## src/rtl/map_loader.sv

```systemverilog
// rtl/map_loader.sv - unpacks a two-tiles-per-byte stream into sequential map RAM writes
module map_loader #(
    parameter int WIDTH      = 160,
    parameter int HEIGHT     = 90,
    parameter int NUM_COLORS = 3
) (
    input  logic                              pixel_clk_in,
    input  logic                              rst_in,
    input  logic                              start_in,
    input  logic [7:0]                        byte_in,
    input  logic                              byte_valid_in,
    output logic                              byte_ready_out,
    output logic [$clog2(WIDTH*HEIGHT)-1:0]   wr_addr_out,
    output logic [3:0]                        wr_data_out,
    output logic                              wr_en_out,
    output logic                              busy_out,
    output logic                              done_out,
    output logic                              error_out
);
    localparam int TOTAL = WIDTH * HEIGHT;
    localparam int AW    = $clog2(TOTAL);
    localparam int CW    = AW + 1;
    localparam logic [CW-1:0] LAST = CW'(TOTAL - 1);
    localparam logic [4:0]    NC   = 5'(NUM_COLORS);

    typedef enum logic [2:0] {IDLE, LOAD, WR_LO, WR_HI, DONE} state_t;

    state_t        state_q, state_d;
    logic [CW-1:0] cnt_q, cnt_d;
    logic [3:0]    hi_q, hi_d;
    logic [AW-1:0] addr_q, addr_d;
    logic [3:0]    data_q, data_d;
    logic          wr_en_q, wr_en_d;
    logic          ready_q, ready_d;
    logic          busy_q, busy_d;
    logic          done_q, done_d;
    logic          err_q, err_d;
    logic          emit;
    logic [3:0]    nib;

    function automatic logic bad_code(input logic [3:0] code);
        return {1'b0, code} >= NC;
    endfunction

    always_comb begin
        state_d = state_q;
        cnt_d   = cnt_q;
        hi_d    = hi_q;
        addr_d  = addr_q;
        data_d  = data_q;
        err_d   = err_q;
        emit    = 1'b0;
        nib     = 4'd0;
        case (state_q)
            IDLE: begin
                if (start_in) begin
                    state_d = LOAD;
                    cnt_d   = '0;
                    err_d   = 1'b0;
                end
            end
            LOAD: begin
                if (byte_valid_in && ready_q) begin
                    hi_d    = byte_in[7:4];
                    nib     = byte_in[3:0];
                    addr_d  = cnt_q[AW-1:0];
                    emit    = 1'b1;
                    state_d = WR_LO;
                end
            end
            WR_LO: begin
                // An odd-sized map ends on a low nibble; the high one is dropped.
                if (cnt_q == LAST) begin
                    state_d = DONE;
                end else begin
                    nib     = hi_q;
                    addr_d  = AW'(cnt_q + CW'(1));
                    emit    = 1'b1;
                    state_d = WR_HI;
                end
            end
            WR_HI: begin
                cnt_d   = cnt_q + CW'(2);
                state_d = (cnt_q + CW'(1) == LAST) ? DONE : LOAD;
            end
            DONE:    state_d = IDLE;
            default: state_d = IDLE;
        endcase

        if (emit) begin
            data_d = bad_code(nib) ? 4'd0 : nib;
            if (bad_code(nib)) begin
                err_d = 1'b1;
            end
        end

        wr_en_d = emit;
        ready_d = (state_d == LOAD);
        busy_d  = (state_d == LOAD) || (state_d == WR_LO) || (state_d == WR_HI);
        done_d  = (state_d == DONE);
    end

    always_ff @(posedge pixel_clk_in or negedge rst_in) begin
        if (!rst_in) begin
            state_q <= IDLE;
            cnt_q   <= '0;
            hi_q    <= 4'd0;
            addr_q  <= '0;
            data_q  <= 4'd0;
            wr_en_q <= 1'b0;
            ready_q <= 1'b0;
            busy_q  <= 1'b0;
            done_q  <= 1'b0;
            err_q   <= 1'b0;
        end else begin
            state_q <= state_d;
            cnt_q   <= cnt_d;
            hi_q    <= hi_d;
            addr_q  <= addr_d;
            data_q  <= data_d;
            wr_en_q <= wr_en_d;
            ready_q <= ready_d;
            busy_q  <= busy_d;
            done_q  <= done_d;
            err_q   <= err_d;
        end
    end

    assign byte_ready_out = ready_q;
    assign wr_addr_out    = addr_q;
    assign wr_data_out    = data_q;
    assign wr_en_out      = wr_en_q;
    assign busy_out       = busy_q;
    assign done_out       = done_q;
    assign error_out      = err_q;
endmodule

```

## config.mk

```make
export PLATFORM = sky130hd
export DESIGN_NAME = map_loader
export DESIGN_NICKNAME = d
export VERILOG_FILES = /design/src/rtl/map_loader.sv
export SDC_FILE = /design/constraint.sdc
export NUM_CORES = 1
export LEC_CHECK = 0
export BUFFER_PORTS_ARGS = -buffer_cell sky130_fd_sc_hd__buf_2
export CAP_MARGIN = 40
export CORE_MARGIN = 2
export CORE_UTILIZATION = 50
export DETAILED_ROUTE_END_ITERATION = 16
export PLACE_DENSITY = 0.72
export SYNTH_ARGS = -nofsm -noshare
export SYNTH_HDL_FRONTEND = slang
export SYNTH_SLANG_ARGS = --single-unit
```

## constraint.sdc

```tcl
create_clock -name pixel_clk_in -period 2.09 [get_ports pixel_clk_in]
set_clock_uncertainty 0.2 [all_clocks]
set_input_delay 0 -clock pixel_clk_in [delete_from_list [all_inputs] [get_ports pixel_clk_in]]
set_output_delay 0 -clock pixel_clk_in [all_outputs]
set_load 0.01 [all_outputs]
```

==> results.sh <==
export IMPL_setup_viol=0
export IMPL_hp_class="input pin to asynchronous set/reset pin"
export IMPL_drive_gt1_frac=0.3488
export IMPL_worstMarginPinSlew_ns=0.6834
export IMPL_synth_cells=166
export IMPL_rows=22
export IMPL_clkTransAtPathRegs_ns=0.08
export IMPL_die_x_um=66.28
export IMPL_wl_mm=3.737
export IMPL_critPathTopFamily="simple AND/OR/NAND/NOR gates"
export IMPL_max_cap_viol_count=0
export IMPL_grt_max_degree=29
export IMPL_antenna_diode_count=0
export IMPL_cp_cell_sequence="or3b_2, o21ai_2, buf_4, mux2_2"
export IMPL_crit_start="state_q[1]"
export IMPL_die_h_um=66.28
export IMPL_clock_sinks=44
export IMPL_worst_hold_slack_ns=0.05249
export IMPL_path_buf_inv=1
export IMPL_syn_area_sq_mm=0.001939
export IMPL_stdcell_area_sq_mm=0.002349
export IMPL_r2r_slack_ns=0.13
export IMPL_route_antenna_remaining_nets=0
export IMPL_async_flop_share=1.000
export IMPL_gp_congestion=0.7528
export IMPL_drt_pre_antenna_iters=4
export IMPL_cts_max_level=2
export IMPL_tritoncts="yes"
export IMPL_fmax_mhz=509.6
export IMPL_cts_made_buffers=5
export IMPL_place_area_sq_mm=0.002166
export IMPL_crit_type="register to register"
export IMPL_drc_errors=0
export IMPL_core_area_sq_mm=0.003689
export IMPL_place_ws_ns=0.1514
export IMPL_grt_pass1_vias=1406
export IMPL_setup_ws_ns=0.1277
export IMPL_start_util=0.5258
export IMPL_syn_nets=179
export IMPL_avgSynthCellArea_sq_um=11.68
export IMPL_portBuffers=34
export IMPL_ys_types=40
export IMPL_finalMaxSlewViolations=0
export IMPL_clockRootBuffer="clkbuf_8"
export IMPL_critPathMaxFanout=12
export IMPL_finalHoldViolCount=0
export IMPL_relSlewSlack=0.5429
export IMPL_rsz0062_at_grt="no"
export IMPL_status="complete, no violations"
export IMPL_drtIter0Drc=92
export IMPL_overflow=0
export IMPL_grt_pass1_wl_mm=6.527
export IMPL_ios=35
export IMPL_cts_setup_buffers=0
export IMPL_p_per_area_mw_per_mm2=1153
export IMPL_power_leakage_nw=1.171
export IMPL_antenna_found_initial=0
export IMPL_crit_slowest_cell="or3b_2"
export IMPL_tns_ns=0
export IMPL_cpPeakStageDelay_ns=0.53
export IMPL_end_kind="register"
export IMPL_synth_seq_cells=44
export IMPL_nNetsFinal=227
export IMPL_grtUsageTotal=0.1965
export IMPL_clk_latency_ns=0.29
export IMPL_post_dp_hpwl_mm=2.626
export IMPL_cp_required_ns=2.07
export IMPL_finalCriticalPeriod_ns=1.962
export IMPL_period_share=0.9389
export IMPL_timing_rr_end="wr_addr_out[7]"
export IMPL_dieArea_sq_mm=0.004393
export IMPL_arrival_ns=1.94
export IMPL_synth_warnings=0
export IMPL_ys_seq_area_frac=0.5677
export IMPL_wl_per_cell_um=14.21
export IMPL_clockBufferDepth=2
export IMPL_start_kind="register"
export IMPL_timing_rr_start="state_q[1]"
export IMPL_ir_drop_mv=0.6009
export IMPL_syn_to_final_growth_pct=21.10
export IMPL_vias=1447
export IMPL_viasPerCell=5.502
export IMPL_synth_edff_count=0
export IMPL_rr_worst_depth=4
export IMPL_synth_ff_type="dfrtp_1"
[logic make-up after synthesis]
family / after synthesis / synth area share
AO/OA/AOI/OAI: 41 / 0.1387
adder cells (fa/ha/maj): 1 / 0.006451
buffers and inverters: 10 / 0.03290
flip-flops: 44 / 0.5677
multiplexers: 20 / 0.1142
AND/OR/NAND/NOR: 50 / 0.1400
[worst register-to-register path: stages, from the launching register on]
cell and delay (ns):
dfrtp_1 0.46, or3b_2 0.53, o21ai_2 0.09, buf_4 0.22
mux2_2 0.35
[synth_stat cells, types with 3 or more instances]
cell / number / area (sq um)
a211oi_1: 3 / 22.52
a21oi_1: 8 / 40.04
a31oi_1: 6 / 37.54
and3_1: 5 / 31.28
buf_2: 3 / 15.01
buf_6: 3 / 33.78
clkbuf_1: 4 / 15.01
dfrtp_1: 44 / 1101
mux2_2: 17 / 191.4
mux2i_1: 3 / 30.03
nand2_1: 15 / 56.30
nand3_1: 3 / 15.01
nor2_1: 6 / 22.52
nor3_1: 4 / 20.02
o21ai_0: 5 / 25.02
o21ai_1: 5 / 25.02
[power breakdown]
group / switching [W] / internal (W) / total, W
clock network: 0.000260 / 0.000269 / 0.000530
logic: 0.000451 / 0.000454 / 0.000905
registers: 0.000189 / 0.00108 / 0.00127
[state kept, by name (all words and copies together), names as in the netlist]
name and flops:
busy_out 1, byte_ready_out 1, cnt_q 14, done_out 1
error_out 1, hi_q 4, state_q 3, wr_addr_out 14
wr_data_out 4, wr_en_out 1
[routing by layer]
layer / global-route usage / part of all wire
met1: 0.2765 / 0.49
met2: 0.3013 / 0.47
met3: 0.04089 / 0.031
met4: 0.06888 / 0.010
met5: 0 / 0
[stage by stage]
stage	total power [W]	cells	utilization
2_1_floorplan	0.001893	166	-
3_3_place_gp	0.002140	246	0.5872
3_5_place_dp	0.002184	246	0.5872
4_1_cts	0.002726	263	0.6360
5_1_grt	0.002900	263	0.6367
6_report	0.002707	263	0.6367
[timing repair]
item,in CTS,in global routing
setup endpoints to repair,0,1
resized for setup,0,1
hold endpoints to repair,51,0
hold buffers,9,0
[area by class of cell]
type                       instances  area [sq um]
tap                               48         60.06
timing repair buffer              51         320.3
multi-input combinational        112         777.0
clock buffer                       8         90.09
sequential                        44          1101
fill                             310          1340
[worst max path at each step]
| stage | end | cells after the start | slack (ns) |
|---|---|---|---|
| global placement | wr_addr_out[8] | 4 | 0.21 |
| detailed placement | wr_addr_out[7] | 4 | 0.15 |
| floorplan | wr_addr_out[1] | 5 | 0.19 |
| finish | wr_addr_out[7] | 4 | 0.13 |
| CTS | wr_addr_out[7] | 4 | 0.14 |
| global route | wr_addr_out[7] | 5 | 0.02 |
[placed cells by master (no fill, tap or decap), types with 3 or more instances in the layout]
master,instances
dfrtp_1,44
and3_1,5
nor2_1,5
buf_4,8
clkbuf_8,6
mux2_2,17
dlygate4sd3_1,9
a211oi_1,3
nand2_1,15
o21ai_0,5
a31oi_1,6
nand3_1,3
a21oi_1,8
buf_2,34
nor3_1,4
o21ai_1,5
mux2i_1,3
No activity file was read; power rests on OpenSTA's default activity.
